## config.mk

```make
export PLATFORM = sky130hd
export DESIGN_NAME = tdm_rr_scheduler
export DESIGN_NICKNAME = d
export VERILOG_FILES = /design/src/rtl/tdm_rr_scheduler.sv
export SDC_FILE = /design/constraint.sdc
export NUM_CORES = 1
export LEC_CHECK = 0
export CAP_MARGIN = 20
export CELL_PAD_IN_SITES_DETAIL_PLACEMENT = 1
export CELL_PAD_IN_SITES_GLOBAL_PLACEMENT = 1
export CORE_MARGIN = 5
export CORE_UTILIZATION = 34
export DETAILED_ROUTE_END_ITERATION = 16
export HOLD_SLACK_MARGIN = 0.06
export PLACE_DENSITY_LB_ADDON = 0.1
export SLEW_MARGIN = 20
export SYNTH_ARGS = -nofsm -noshare
export SYNTH_HDL_FRONTEND = slang
export SYNTH_SLANG_ARGS = --single-unit
```

## constraint.sdc

```tcl
create_clock -name clk -period 1.8 [get_ports clk]
set_input_delay 0.18 -clock clk [delete_from_list [all_inputs] [get_ports clk]]
set_output_delay 0.18 -clock clk [all_outputs]
set_load 0.005 [all_outputs]
```

## src/rtl/tdm_rr_scheduler.sv

```systemverilog
// Round-robin TDM scheduler for a shared 4:1 mux / 1:4 demux single-wire channel.
// Grants one requester at a time for at most BURST cycles, with a dead GUARD cycle between owners.
module tdm_rr_scheduler #(
   parameter int BURST = 4
) (
   input  logic       clk,
   input  logic       rst,
   input  logic [3:0] req,
   input  logic [3:0] a,
   output logic [1:0] s,
   output logic [3:0] gnt,
   output logic       busy,
   output logic [3:0] g
);

   typedef enum logic [1:0] {
      IDLE  = 2'd0,
      GRANT = 2'd1,
      GUARD = 2'd2
   } state_t;

   localparam logic [3:0] CNT_MAX = 4'(BURST - 1);

   state_t     state, state_nxt;
   logic [1:0] owner, owner_nxt;
   logic [1:0] last, last_nxt;
   logic [3:0] cnt, cnt_nxt;
   logic [3:0] gnt_nxt;
   logic       busy_nxt;
   logic [1:0] rr_sel;

   // Search order last+1, last+2, last+3, last: the previous owner has lowest priority
   // but is still chosen when it is the only requester.
   function automatic logic [1:0] rr_pick(input logic [3:0] r, input logic [1:0] l);
      logic [1:0] idx;
      logic [1:0] pick;
      logic       found;
      pick  = l;
      found = 1'b0;
      for (int k = 1; k <= 4; k++) begin
         idx = l + 2'(k);
         if (!found && r[idx]) begin
            pick  = idx;
            found = 1'b1;
         end
      end
      return pick;
   endfunction

   always_comb begin
      state_nxt = state;
      owner_nxt = owner;
      last_nxt  = last;
      cnt_nxt   = cnt;
      rr_sel    = rr_pick(req, last);

      case (state)
         IDLE: begin
            if (req != 4'b0000) begin
               owner_nxt = rr_sel;
               last_nxt  = rr_sel;
               cnt_nxt   = 4'd0;
               state_nxt = GRANT;
            end
         end
         GRANT: begin
            // The cycle in which the drop or burst end is sampled still carries the grant.
            if (!req[owner] || cnt == CNT_MAX) begin
               state_nxt = GUARD;
            end else begin
               cnt_nxt = cnt + 4'd1;
            end
         end
         GUARD: begin
            if (req != 4'b0000) begin
               owner_nxt = rr_sel;
               last_nxt  = rr_sel;
               cnt_nxt   = 4'd0;
               state_nxt = GRANT;
            end else begin
               state_nxt = IDLE;
            end
         end
         default: begin
            state_nxt = IDLE;
         end
      endcase

      gnt_nxt  = (state_nxt == GRANT) ? (4'b0001 << owner_nxt) : 4'b0000;
      busy_nxt = (state_nxt != IDLE);
   end

   always_ff @(posedge clk) begin
      if (rst) begin
         state <= IDLE;
         owner <= 2'd0;
         last  <= 2'd3;
         cnt   <= 4'd0;
         gnt   <= 4'b0000;
         busy  <= 1'b0;
      end else begin
         state <= state_nxt;
         owner <= owner_nxt;
         last  <= last_nxt;
         cnt   <= cnt_nxt;
         gnt   <= gnt_nxt;
         busy  <= busy_nxt;
      end
   end

   assign s = owner;

   // Demux gating: only the granted lane ever sees the selected source bit.
   assign g = gnt & {4{a[s]}};

endmodule

```

Word-level counts from Yosys, hierarchy flattened:

Cells that the tools add are included.

* register bits after elaboration: 15
* output and inout bits: 11
* word-level logic and storage cells: 68

* add/sub/neg operators: 4
* order comparisons: 5
* eq/ne operators: 6
* shifts and indexed selects: 1
* multiplexer cells: 28
* bitwise logic cells: 2
* reduce and logical (&&, ||, !) cells: 16

Operator list (count)
* 2-bit two-way mux: 8
* 2-bit by 3-bit < comparator with 1-bit output (second input constant): 5
* 1-bit binary-select mux with 2-bit select: 6
* 1-bit two-way mux: 10
* 4-bit two-way mux: 2
* 4-bit one-hot mux with 2 select lines: 1
* 2-bit one-hot mux with 3 select lines: 1
* 2-bit adder (second input constant): 2
* 4-bit by 1-bit adder with 4-bit output (second input constant): 1
* 4-bit bitwise AND: 1
* 2-bit by 1-bit equality test with 1-bit output (second input constant): 2
* 4-bit by 2-bit equality test with 1-bit output (second input constant): 1
* 1-bit zero test: 4
* 2-bit nonzero test: 2
* 4-bit nonzero test: 1
* 2-bit OR reduction: 2
* 1-bit by 2-bit << shifter with 4-bit output (first input constant): 1
* 1-bit logical AND: 3
* 3-bit AND reduction: 1
* 2-bit by 1-bit adder with 2-bit output (second input constant): 1
* 2-bit equality test (second input constant): 1
* 2-bit zero test: 1
* 2-bit by 1-bit inequality test with 1-bit output (second input constant): 1
* 2-bit inequality test (second input constant): 1
* other kinds (3): 3

Logic depth before layout (Yosys ltp):

Gate-level depths: netlist of run 1.

* depth in word-level cells: 16
* depth in mapped cells: 6

Worst setup path after synthesis of run 1:

OpenSTA, ideal clock, no wires.

* kind: register to register
* start point: register owner[0] (netlist: s[0])
* end point: register cnt[3]
* arrival time: 1.514 ns
* required time: 1.664 ns
* slack: 0.150 ns
* stages on the path, launching flop included: 6
* path through: dfxtp_1 mux4_1 and3_1 nand4_1 xor2_1 nor3_1

* word-level cells in the longest chain between the ends: 6

Ends and longest elaborated chain
* start: declaration: RTL line 25 `logic [1:0] owner, owner_nxt;`
* start signal: assignment: RTL line 103 `owner <= owner_nxt;`
* 1-bit binary-select mux with 2-bit select: RTL line 68 `if (!req[owner] || cnt == CNT_MAX) begin`
* 1-bit two-way mux (not written as such): RTL line 68
* 1-bit zero test: RTL line 68
* 1-bit logical OR: RTL line 68
* 2-bit inequality test (no source line)
* 3-bit AND reduction (no source line)
* end signal: assignment: RTL line 105 `cnt <= cnt_nxt;`
* end: declaration: RTL line 27 `logic [3:0] cnt, cnt_nxt;`

Every way passes these cells. The select of a mux whose other input is x is not followed.
A chain may end at the register's enable or synchronous reset.

Worst setup path in the final report of run 1:

* start point: input req[1]
* end point: register gnt[0]

* word-level cells in the longest chain between the ends: 15

Ends and longest elaborated chain
* start: declaration: RTL line 8 `input logic [3:0] req,`
* 1-bit binary-select mux with 2-bit select: RTL line 42 `if (!found && r[idx]) begin`
* 1-bit two-way mux (not written as such): RTL line 42
* 1-bit two-way mux: RTL line 42
* 1-bit zero test: RTL line 42
* 1-bit logical AND: RTL line 42
* 1-bit two-way mux: RTL line 42
* 1-bit zero test: RTL line 42
* 1-bit logical AND: RTL line 42
* 1-bit two-way mux: RTL line 42
* 1-bit zero test: RTL line 42
* 1-bit logical AND: RTL line 42
* 2-bit two-way mux: RTL line 42
* 2-bit two-way mux: RTL line 59, 75
* 2-bit two-way mux
* 1-bit by 2-bit << shifter with 4-bit output: RTL line 89 `gnt_nxt = (state_nxt == GRANT) ? (4'b0001 << owner_nxt) : 4'b0000;`
* end signal: assignment: RTL line 106 `gnt <= gnt_nxt;`
* end: declaration: RTL line 11 `output logic [3:0] gnt,`

Several ways; a longest one is shown, not always the timed one. The select of a mux whose other input is x is not followed.

==> results of run 1 <==
[final cells by class]
| type | instances | area share [%] |
|---|---|---|
| repair buffers | 37 | 26.7 |
| flip-flops and latches | 15 | 25.2 |
| clock buffers | 3 | 1.85 |
| multi-input cells | 74 | 42.4 |
| clock inverters | 1 | 0.411 |
| inverters | 2 | 0.616 |
| well taps | 28 | 2.87 |
[worst min-delay path by stage]
stage,startpoint,end,slack (ns)
2_1_floorplan,rst,gnt[0]$_SDFF_PP0_,0.25
3_3_place_gp,cnt[1]$_SDFFE_PP0P_,cnt[1]$_SDFFE_PP0P_,0.49
3_5_place_dp,cnt[1]$_SDFFE_PP0P_,cnt[1]$_SDFFE_PP0P_,0.50
4_1_cts,cnt[1]$_SDFFE_PP0P_,cnt[1]$_SDFFE_PP0P_,0.51
5_1_grt,req[0],state[1]$_SDFF_PP0_,0.48
6_report,req[0],state[1]$_SDFF_PP0_,0.45
[worst max-delay path: stages]
cell	delay [ns]
clkdlybuf4s50_1	0.48
or3b_1	0.38
a2111o_1	0.44
nand2_2	0.10
a2bb2oi_4	0.17
nor3b_2	0.18
[per-layer routing]
metal / track usage [%] / part of all wire (%) / vias to the layer above / wire (um)
met4: 4.85 / 1.4 / 0 / 33
met2: 26.1 / 49 / 22 / 1160
met3: 3.27 / 7.3 / 4 / 172
li1: - / - / 419 / -
met5: 0 / 0 / - / 0
met1: 19.7 / 42 / 395 / 1000
[kinds of logic after synthesis]
kind of cell               after synthesis
adders and majority gates                1
xor gates and xnor gates                 2
buffers and inverters                    6
AOI/OAI and AO/OA                       21
muxes                                    3
and+or+nand+nor                         47
DFF                                     15
[power groups by stage]
stage / registers, mW / clock network (mW) / logic (mW)
after global routing: 0.400 / 0.228 / 0.391
after CTS: 0.392 / 0.201 / 0.340
after floorplan: 0.393 / 0 / 0.168
after global placement: 0.400 / 0 / 0.324
final: 0.394 / 0.193 / 0.354
after detailed placement: 0.401 / 0 / 0.335
[sequential cells by signal (all words and copies together) (netlist names)]
register,cells
busy,1
cnt,4
gnt,4
last,2
s,2
state,2
[repair_timing]
action,in CTS,in global routing
endpoints found under the setup margin,4,13
setup buffers,1,0
pin swaps,0,4
gates resized for setup,8,14
[metrics by stage]
step / setup slack [ns] / std cells / util (%) / setup TNS, ns
2_1_floorplan: 0.150 / 95 / - / 0
3_3_place_gp: -0.194 / 155 / 51.4 / -1.82
3_5_place_dp: -0.259 / 155 / 51.4 / -2.39
4_1_cts: -0.000385 / 160 / 53.1 / -0.000385
5_1_grt: -0.00563 / 160 / 54.1 / -0.00563
6_report: 0.0800 / 160 / 54.1 / 0
[Yosys cell counts (all sizes together), types with 2 or more instances]
cell    count  area [um2]
buf         2        10.0
nor2b       4        25.0
mux4        2        48.8
o31a        2        17.5
inv         2        7.51
nor4        2        12.5
and3        2        12.5
and2        5        31.3
a21oi       9        45.0
nand3       3        15.0
nor2       11        41.3
xor2        2        17.5
o21ai       3        15.0
nand2b      6        37.5
clkbuf      2        8.75
or3b        2        17.5
nand2       3        11.3
dfxtp      15         300
nor3        4        20.0
[layout by cell type, fill, tap and decap left out, drive strengths merged, types with 2 or more instances in the layout]
| cell type | synthesis | layout |
|---|---|---|
| dfxtp | 15 | 15 |
| a21oi | 9 | 9 |
| nor3 | 4 | 4 |
| clkdlybuf4s15 | 0 | 3 |
| o21ai | 3 | 3 |
| nor2b | 4 | 4 |
| and3 | 2 | 2 |
| nand3 | 3 | 3 |
| or3b | 2 | 2 |
| nand2 | 3 | 3 |
| and2 | 5 | 5 |
| xor2 | 2 | 2 |
| buf | 2 | 17 |
| nor4 | 2 | 2 |
| nand2b | 6 | 6 |
| clkbuf | 2 | 4 |
| clkdlybuf4s50 | 0 | 15 |
| inv | 2 | 2 |
| o31a | 2 | 2 |
| nor2 | 11 | 11 |
| mux4 | 2 | 2 |
==> qor.yml, run 1 <==
run_status:
  outcome: "complete, no violations"
grt:
  antenna_found_initial: 0
  grt_pass1_vias: 870
  overflow: 0
  grt_start_max_net_pins: 11
  gr-usage-all-layers_pct: 15.5
  grt_pass1_wl_mm: 4.11
worst_setup_path:
  r2r_cells: 5
  regToRegSetupSlack_ns: 0.10
  endpoint: "gnt[0]$_SDFF_PP0_"
  timing.rr.end: "gnt[0]$_SDFF_PP0_"
  end_kind: "flip-flop"
  startpoint_type: "input port"
  cp-startpoint: "req[1]"
  regToRegStartpoint: "last[0]$_SDFFE_PP1P_"
  crit_required_ns: 2.01
  worstSetupPathType: "input port to flip-flop"
  arrival_ns: 1.93
  crit_path_max_fanout: 5
logic_synthesis:
  synth_edf_count: 0
  syn_inst: 95
  synth_seq_cells: 15
  synthAdderAreaFrac_pct: 1.52
  synth-compound-area-share_pct: 17.6
  yosys.area_share.simple_pct: 31.9
  muxShareOfSynthArea_pct: 7.14
  synth_fp_nets: 106
  ys_types: 36
  avgSynthCellArea_um2: 8.67
  synth-xor-area-share_pct: 2.13
  mappedNetlistArea_um2: 823
  ys.flop_type: "dfxtp_1"
  async_reset_ff_share_pct: 0
  synth.yosys.seq_area_share_pct: 36.5
  ys_warn_count: 0
  synth_top_family_by_area: "simple AND/OR/NAND/NOR gates"
place:
  port_buffers: 20
  gp_congestion: 0.891
  dpl_cell_area_um2: 1160
  place.detailed.hpwl_mm: 1.96
drt:
  finalWirelength_mm: 2.37
  ant_nets: 0
  drc_errors: 0
  wl_per_cell_um: 14.8
  routed_via_density: 5.25
  drtPass1Iterations: 4
  drtIter0Drc: 16
  vias: 840
power:
  p_total_mw: 0.941
  peakVddDrop_mv: 0.496
  swShare_pct: 30.4
  p_per_area_nw_per_um2: 773
  p_int_mw: 0.655
  p_leak_nw: 0.504
  power_frac_comb_pct: 37.6
  pwr-share-seq_pct: 41.9
  p_sw_mw: 0.286
  power.share.clock_pct: 20.5
layout:
  finalInstanceArea_um2: 1220
  multi_input_area_um2: 517
  fillers: 273
  regArea_um2: 307
  antennaDiodeCount: 0
  nets: 144
  syn2layout_area_growth_pct: 48.0
  drive_gt1_share_pct: 26.5
sta:
  slew_headroom_pct: 70.9
  maxSlewViolCount: 0
  setup_viol: 0
  worst_pin_slew_ns: 0.435
  hold_slack_ns: 0.453
  max_freq_mhz: 581
  fin_worst_skew_ns: 0.000909
  period_needed_ns: 1.72
  hold_violations: 0
  fin_crit_sh_pct: 95.6
floorplanning:
  die_height_um: 59.2
  die_w_um: 59.2
  num_rows: 17
  ios: 21
  core_area_um2: 2250
  dieArea_um2: 3510
  start_util_pct: 36.5
clock_tree:
  clk_latency_ns: 0.28
  numCtsBuffers: 3
  cts.path.max_buffers: 2
  clkTransAtPathRegs_ns: 0.09
  cts_hold_buf: 0
  cts_num_sinks: 15
  tritoncts: "done"
  root_buffer: "clkbuf_4"
  h-tree-depth: 1
run:
  maxCapViolations: 0
min_path:
  min_path_type: "input port to flip-flop"
  hold_depth: 3
(Power assumes the default switching activity.)
==> run 2, diff against run 1 <==
Settings changed: SKIP_CTS_REPAIR_TIMING from default to 1.
==> run 2 against run 1 <==
Cell count up 0.63%. Design area up 0.72%. Highest routed layer unchanged. Clock skew up 0.00075 ns. First-iteration DRC count up 19%. Worst setup slack worse by 0.021 ns. Sequential cell count unchanged.
==> qor.yml, run 2 (synthesis results as in run 1) <==
clock_tree:
  cts_num_sinks: 15  # unchanged
  root_buffer: "clkbuf_4"  # unchanged
  tritoncts: "done"  # unchanged
  clk_latency_ns: 0.28  # about the same
  h-tree-depth: 1  # unchanged
  cts.path.max_buffers: 2  # unchanged
  clkTransAtPathRegs_ns: 0.09  # about the same
  numCtsBuffers: 3  # unchanged
power:
  p_int_mw: 0.661  # was 0.655 mW
  p_total_mw: 0.949  # was 0.941 mW
  power.share.clock_pct: 20.3  # was 20.5%
  p_leak_nw: 0.542  # was 0.504 nW
  swShare_pct: 30.4  # about the same
  power_frac_comb_pct: 38.1  # was 37.6%
  pwr-share-seq_pct: 41.6  # was 41.9%
  p_sw_mw: 0.288  # was 0.286 mW
  p_per_area_nw_per_um2: 773  # about the same
  peakVddDrop_mv: 0.497  # was 0.496 mV
grt:
  grt_pass1_vias: 862  # was 870
  use_met2_pct: 25.7  # was 26.1%
  busiest_layer: "met2"  # unchanged
  overflow: 0  # unchanged
  grtUsageMet3_pct: 3.05  # was 3.27%
  grtUsageMet1_pct: 19.4  # was 19.7%
  antenna_found_initial: 0  # unchanged
  grt_start_max_net_pins: 11  # unchanged
  gr-usage-all-layers_pct: 15.3  # was 15.5%
  grt_pass1_wl_mm: 4.05  # was 4.11 mm
layout:
  antennaDiodeCount: 0  # unchanged
  drive_gt1_share_pct: 27.1  # was 26.5%
  final_util_pct: 54.4  # was 54.1%
  final_cell_mix: "buf_4 (17), clkdlybuf4s50_1 (15), dfxtp_1 (12)"  # unchanged
  finalInstanceArea_um2: 1230  # was 1220 um2
  nets: 145  # was 144
  final_common_cell: "buf_4"  # unchanged
  syn2layout_area_growth_pct: 49.1  # was 48.0%
  reg_top3: "cnt: 4 flops, gnt: 4 flops"  # unchanged
  final_cells: 161  # was 160
worst_setup_path:
  crit_path_max_fanout: 3  # was 5
  r2r_cells: 5  # unchanged
  crit_required_ns: 1.62  # was 2.01 ns
  worstSetupPathType: "flip-flop to output port"  # was input port to flip-flop
  end_kind: "output port"  # was flip-flop
  cpPeakStageDelay_ns: 0.52  # was 0.48 ns
  arrival_ns: 1.56  # was 1.93 ns
  startpoint_type: "flip-flop"  # was input port
  crit_path_top_delay_cell: "mux4_2"  # was clkdlybuf4s50_1
  crit_chain: "mux4_2 -> buf_6 -> and2_1 -> clkbuf_2"  # was clkdlybuf4s50_1 -> or3b_1 -> a2111o_1 -> nand2_2 -> a2bb2oi_4 -> nor3b_2
floorplanning:
  die_w_um: 59.2  # unchanged
  ios: 21  # unchanged
  die_height_um: 59.2  # unchanged
  start_util_pct: 36.5  # unchanged
  core_area_um2: 2250  # unchanged
  dieArea_um2: 3510  # unchanged
  num_rows: 17  # unchanged
sta:
  fin_worst_skew_ns: 0.00166  # was 0.000909 ns
  slew_headroom_pct: 71.6  # was 70.9%
  rsz0062_at_grt: "true"
  worst_pin_slew_ns: 0.425  # was 0.435 ns
  setup_viol: 0  # unchanged
  timing.final.ws_setup_ns: 0.0585  # was 0.0800 ns
  period_needed_ns: 1.74  # was 1.72 ns
  setup-tns-final_ns: 0  # unchanged
  hold_violations: 0  # unchanged
  hold_slack_ns: 0.452  # was 0.453 ns
  max_freq_mhz: 574  # was 581 MHz
  fin_crit_sh_pct: 96.8  # was 95.6%
  maxSlewViolCount: 0  # unchanged
place:
  dpl_cell_area_um2: 1160  # unchanged
  gp_congestion: 0.891  # unchanged
  place_ws_ns: -0.259  # unchanged
  dp_cells: 155  # unchanged
  port_buffers: 20  # unchanged
  place.detailed.hpwl_mm: 1.96  # unchanged
drt:
  drtIter0Drc: 19  # was 16
  routed_via_density: 5.24  # was 5.25
  vias: 844  # was 840
  wl_per_cell_um: 14.9  # was 14.8 um
  drc_errors: 0  # unchanged
  finalWirelength_mm: 2.40  # was 2.37 mm
  drtPass1Iterations: 4  # unchanged
  ant_nets: 0  # unchanged
min_path:
  hold_depth: 3  # unchanged
  min_path_type: "input port to flip-flop"  # unchanged
run:
  maxCapViolations: 0  # unchanged
run_status:
  outcome: "complete, no violations"  # unchanged
==> run 2: changes by cell type in the layout (fill, tap and decap cells not counted), sizes merged <==
cell,change
clkdlybuf4s15,-3
buf,+1
clkbuf,+1
dlymetal6s2s,+2
==> run 2: worst paths after layout <==
| check | from | end | slack [ns] |
|---|---|---|---|
| max | s[0]$_SDFF_PP0_ | g[2] | 0.06 |
| min | req[0] | state[1]$_SDFF_PP0_ | 0.45 |
| max reg2reg | last[0]$_SDFFE_PP1P_ | gnt[0]$_SDFF_PP0_ | 0.10 |
| min reg2reg | cnt[1]$_SDFFE_PP0P_ | cnt[1]$_SDFFE_PP0P_ | 0.49 |
==> run 2: worst max-delay path, delay by kind of cell, from the launching register on <==
kind / cells / cell delay, ns
muxes: 1 / 0.52
DFF: 1 / 0.36
and+or+nand+nor: 1 / 0.15
buffers and inverters: 2 / 0.25
==> run 2: area by class of cell <==
type,instances,area (um2)
clock inverter,1,5.00
multi-input combinational,74,514
timing repair buffer,38,337
clock buffer,3,22.5
inverter,2,7.51
fill,276,1030
tap,28,35.0
sequential,15,307
==> run 2: power groups by stage <==
| stage | registers [mW] | clock network, mW | logic, mW |
|---|---|---|---|
| final | 0.394 | 0.193 | 0.362 |
| after global routing | 0.399 | 0.225 | 0.399 |
| after CTS | 0.394 | 0.201 | 0.336 |
| after detailed placement | 0.401 | 0 | 0.335 |
| after global placement | 0.400 | 0 | 0.324 |
| after floorplan | 0.393 | 0 | 0.168 |
==> run 2: metal layers <==
metal | share of wire, % | wire length (um) | up-vias
met3 | 5.4 | 130 | 4
li1 | - | - | 422
met2 | 49 | 1180 | 16
met1 | 44 | 1060 | 402
met5 | 0 | 0 | -
met4 | 1.4 | 33 | 0
==> run 3, diff against run 2 <==
Settings changed: PLACE_DENSITY from default to 0.81, PLACE_DENSITY_LB_ADDON 0.1 to default.
==> run 3 against run 2 <==
Critical path depth unchanged. Critical path type unchanged. Largest power group unchanged. Non-clock buffer count down 2. Via count down 2.4%. Design area down 1.7%. Clock skew up 0.0071 ns. Combinational power down 2%. First-iteration DRC count down 47%. Die area unchanged. Highest routed layer unchanged.
==> qor.yml, run 3 (synthesis results as in run 1) <==
drt:
  routed_via_density: 5.18  # was 5.24
  wl_per_cell_um: 14.7  # was 14.9 um
  drc_errors: 0  # unchanged
  drtIter0Drc: 10  # was 19
  vias: 824  # was 844
  finalWirelength_mm: 2.33  # was 2.40 mm
  ant_nets: 0  # unchanged
  drtPass1Iterations: 5  # was 4
floorplanning:
  num_rows: 17  # unchanged
  ios: 21  # unchanged
  core_area_um2: 2250  # unchanged
  dieArea_um2: 3510  # unchanged
  start_util_pct: 36.5  # unchanged
  die_height_um: 59.2  # unchanged
  die_w_um: 59.2  # unchanged
worst_setup_path:
  crit_required_ns: 1.62  # about the same
  timing.rr.end: "gnt[0]$_SDFF_PP0_"  # unchanged
  crit_path_max_fanout: 3  # unchanged
  end_kind: "output port"  # unchanged
  worstSetupPathType: "flip-flop to output port"  # unchanged
  startpoint_type: "flip-flop"  # unchanged
  cp-startpoint: "s[0]$_SDFF_PP0_"  # unchanged
  r2r_cells: 5  # unchanged
  regToRegStartpoint: "last[0]$_SDFFE_PP1P_"  # unchanged
  endpoint: "g[1]"  # was g[2]
  regToRegSetupSlack_ns: 0.09  # was 0.10 ns
  arrival_ns: 1.57  # was 1.56 ns
grt:
  antenna_found_initial: 0  # unchanged
  gr-usage-all-layers_pct: 14.4  # was 15.3%
  overflow: 0  # unchanged
  grt_pass1_wl_mm: 3.73  # was 4.05 mm
  grt_start_max_net_pins: 14  # was 11
  grt_pass1_vias: 850  # was 862
layout:
  final_common_cell: "buf_4"  # unchanged
  final_cells: 159  # was 161
  final_util_pct: 53.5  # was 54.4%
  syn2layout_area_growth_pct: 46.5  # was 49.1%
  reg_top3: "cnt: 4 flops, gnt: 4 flops"  # unchanged
  final_cell_mix: "buf_4 (15), clkdlybuf4s50_1 (14), dfxtp_1 (12)"  # was buf_4 (17), clkdlybuf4s50_1 (15), dfxtp_1 (12)
  nets: 143  # was 145
  regArea_um2: 307  # unchanged
  multi_input_area_um2: 514  # unchanged
  fillers: 290  # was 276
  drive_gt1_share_pct: 26.0  # was 27.1%
  antennaDiodeCount: 0  # unchanged
sta:
  maxSlewViolCount: 0  # unchanged
  slew_headroom_pct: 74.7  # was 71.6%
  setup_viol: 0  # unchanged
  fin_crit_sh_pct: 97.4  # was 96.8%
  period_needed_ns: 1.75  # was 1.74 ns
  hold_violations: 0  # unchanged
  worst_pin_slew_ns: 0.376  # was 0.425 ns
  max_freq_mhz: 570  # was 574 MHz
  fin_worst_skew_ns: 0.00875  # was 0.00166 ns
  timing.final.ws_setup_ns: 0.0465  # was 0.0585 ns
place:
  place.detailed.hpwl_mm: 1.78  # was 1.96 mm
  port_buffers: 20  # unchanged
  dp_cells: 152  # was 155
  gp_congestion: 0.843  # was 0.891
  place_ws_ns: -0.292  # was -0.259 ns
clock_tree:
  h-tree-depth: 1  # unchanged
  tritoncts: "done"  # unchanged
  root_buffer: "clkbuf_4"  # unchanged
  clkTransAtPathRegs_ns: 0.09  # about the same
  cts_num_sinks: 15  # unchanged
  clk_latency_ns: 0.29  # was 0.28 ns
  cts.path.max_buffers: 2  # unchanged
  numCtsBuffers: 3  # unchanged
min_path:
  min_path_type: "flip-flop to flip-flop"  # was input port to flip-flop
  hold_start: "cnt[1]$_SDFFE_PP0P_"  # was req[0]
run:
  maxCapViolations: 0  # unchanged
power:
  peakVddDrop_mv: 0.467  # was 0.497 mV
  p_per_area_nw_per_um2: 786  # was 773 nW/um2
  p_leak_nw: 0.521  # was 0.542 nW
run_status:
  outcome: "complete, no violations"  # unchanged
-- run 3: cell count changes in the layout (fill, tap and decap cells not counted), sizes merged --
cell,delta
clkdlybuf4s50,-1
clkinv,-1
clkbuf,+2
buf,-2
-- run 3: layout make-up --
type,count,share of cell area (%)
tap,28,2.90
inverter,2,0.622
timing repair buffer,36,26.2
multi-input combinational,74,42.6
sequential,15,25.4
clock buffer,4,2.18
-- run 3: routing by layer --
| metal | track usage, % | up-vias | share of wire, % |
|---|---|---|---|
| li1 | - | 416 | - |
| met3 | 3.05 | 4 | 6.5 |
| met1 | 16.1 | 384 | 43 |
| met4 | 10.7 | 0 | 2.8 |
| met5 | 0 | - | 0 |
| met2 | 23.7 | 20 | 47 |
-- run 3: critical path, cell delays in order, from the launching register on --
cell and delay [ns]:
dfxtp_4 0.37, mux4_2 0.52, buf_6 0.14, and2_1 0.15
clkbuf_2 0.11
-- run 3: stage by stage --
stage	cell area, um2	hold slack, ns	TNS, ns	total power [mW]
detailed placement	1140	0.499	-2.59	0.720
global placement	1140	0.480	-1.87	0.710
finish	1210	0.506	0	0.948
global route	1210	0.530	-0.0534	1.01
CTS	1160	0.497	-1.25	0.921
floorplan	823	0.250	0	0.561
-- run 3: how the worst min path moves through the flow --
stage,end,slack [ns],cells after the start
2_1_floorplan,gnt[0]$_SDFF_PP0_,0.25,1
3_3_place_gp,cnt[1]$_SDFFE_PP0P_,0.48,2
3_5_place_dp,cnt[1]$_SDFFE_PP0P_,0.50,2
4_1_cts,last[0]$_SDFFE_PP1P_,0.50,2
5_1_grt,last[0]$_SDFFE_PP1P_,0.53,2
6_report,cnt[1]$_SDFFE_PP0P_,0.51,2
-- run 3: power breakdown --
| part | total, mW | switching, mW | leakage [nW] | internal (mW) |
|---|---|---|---|---|
| Sequential | 0.396 | 0.0299 | 0.124 | 0.366 |
| Clock | 0.198 | 0.111 | 0.0150 | 0.0864 |
| Combinational | 0.354 | 0.148 | 0.382 | 0.206 |
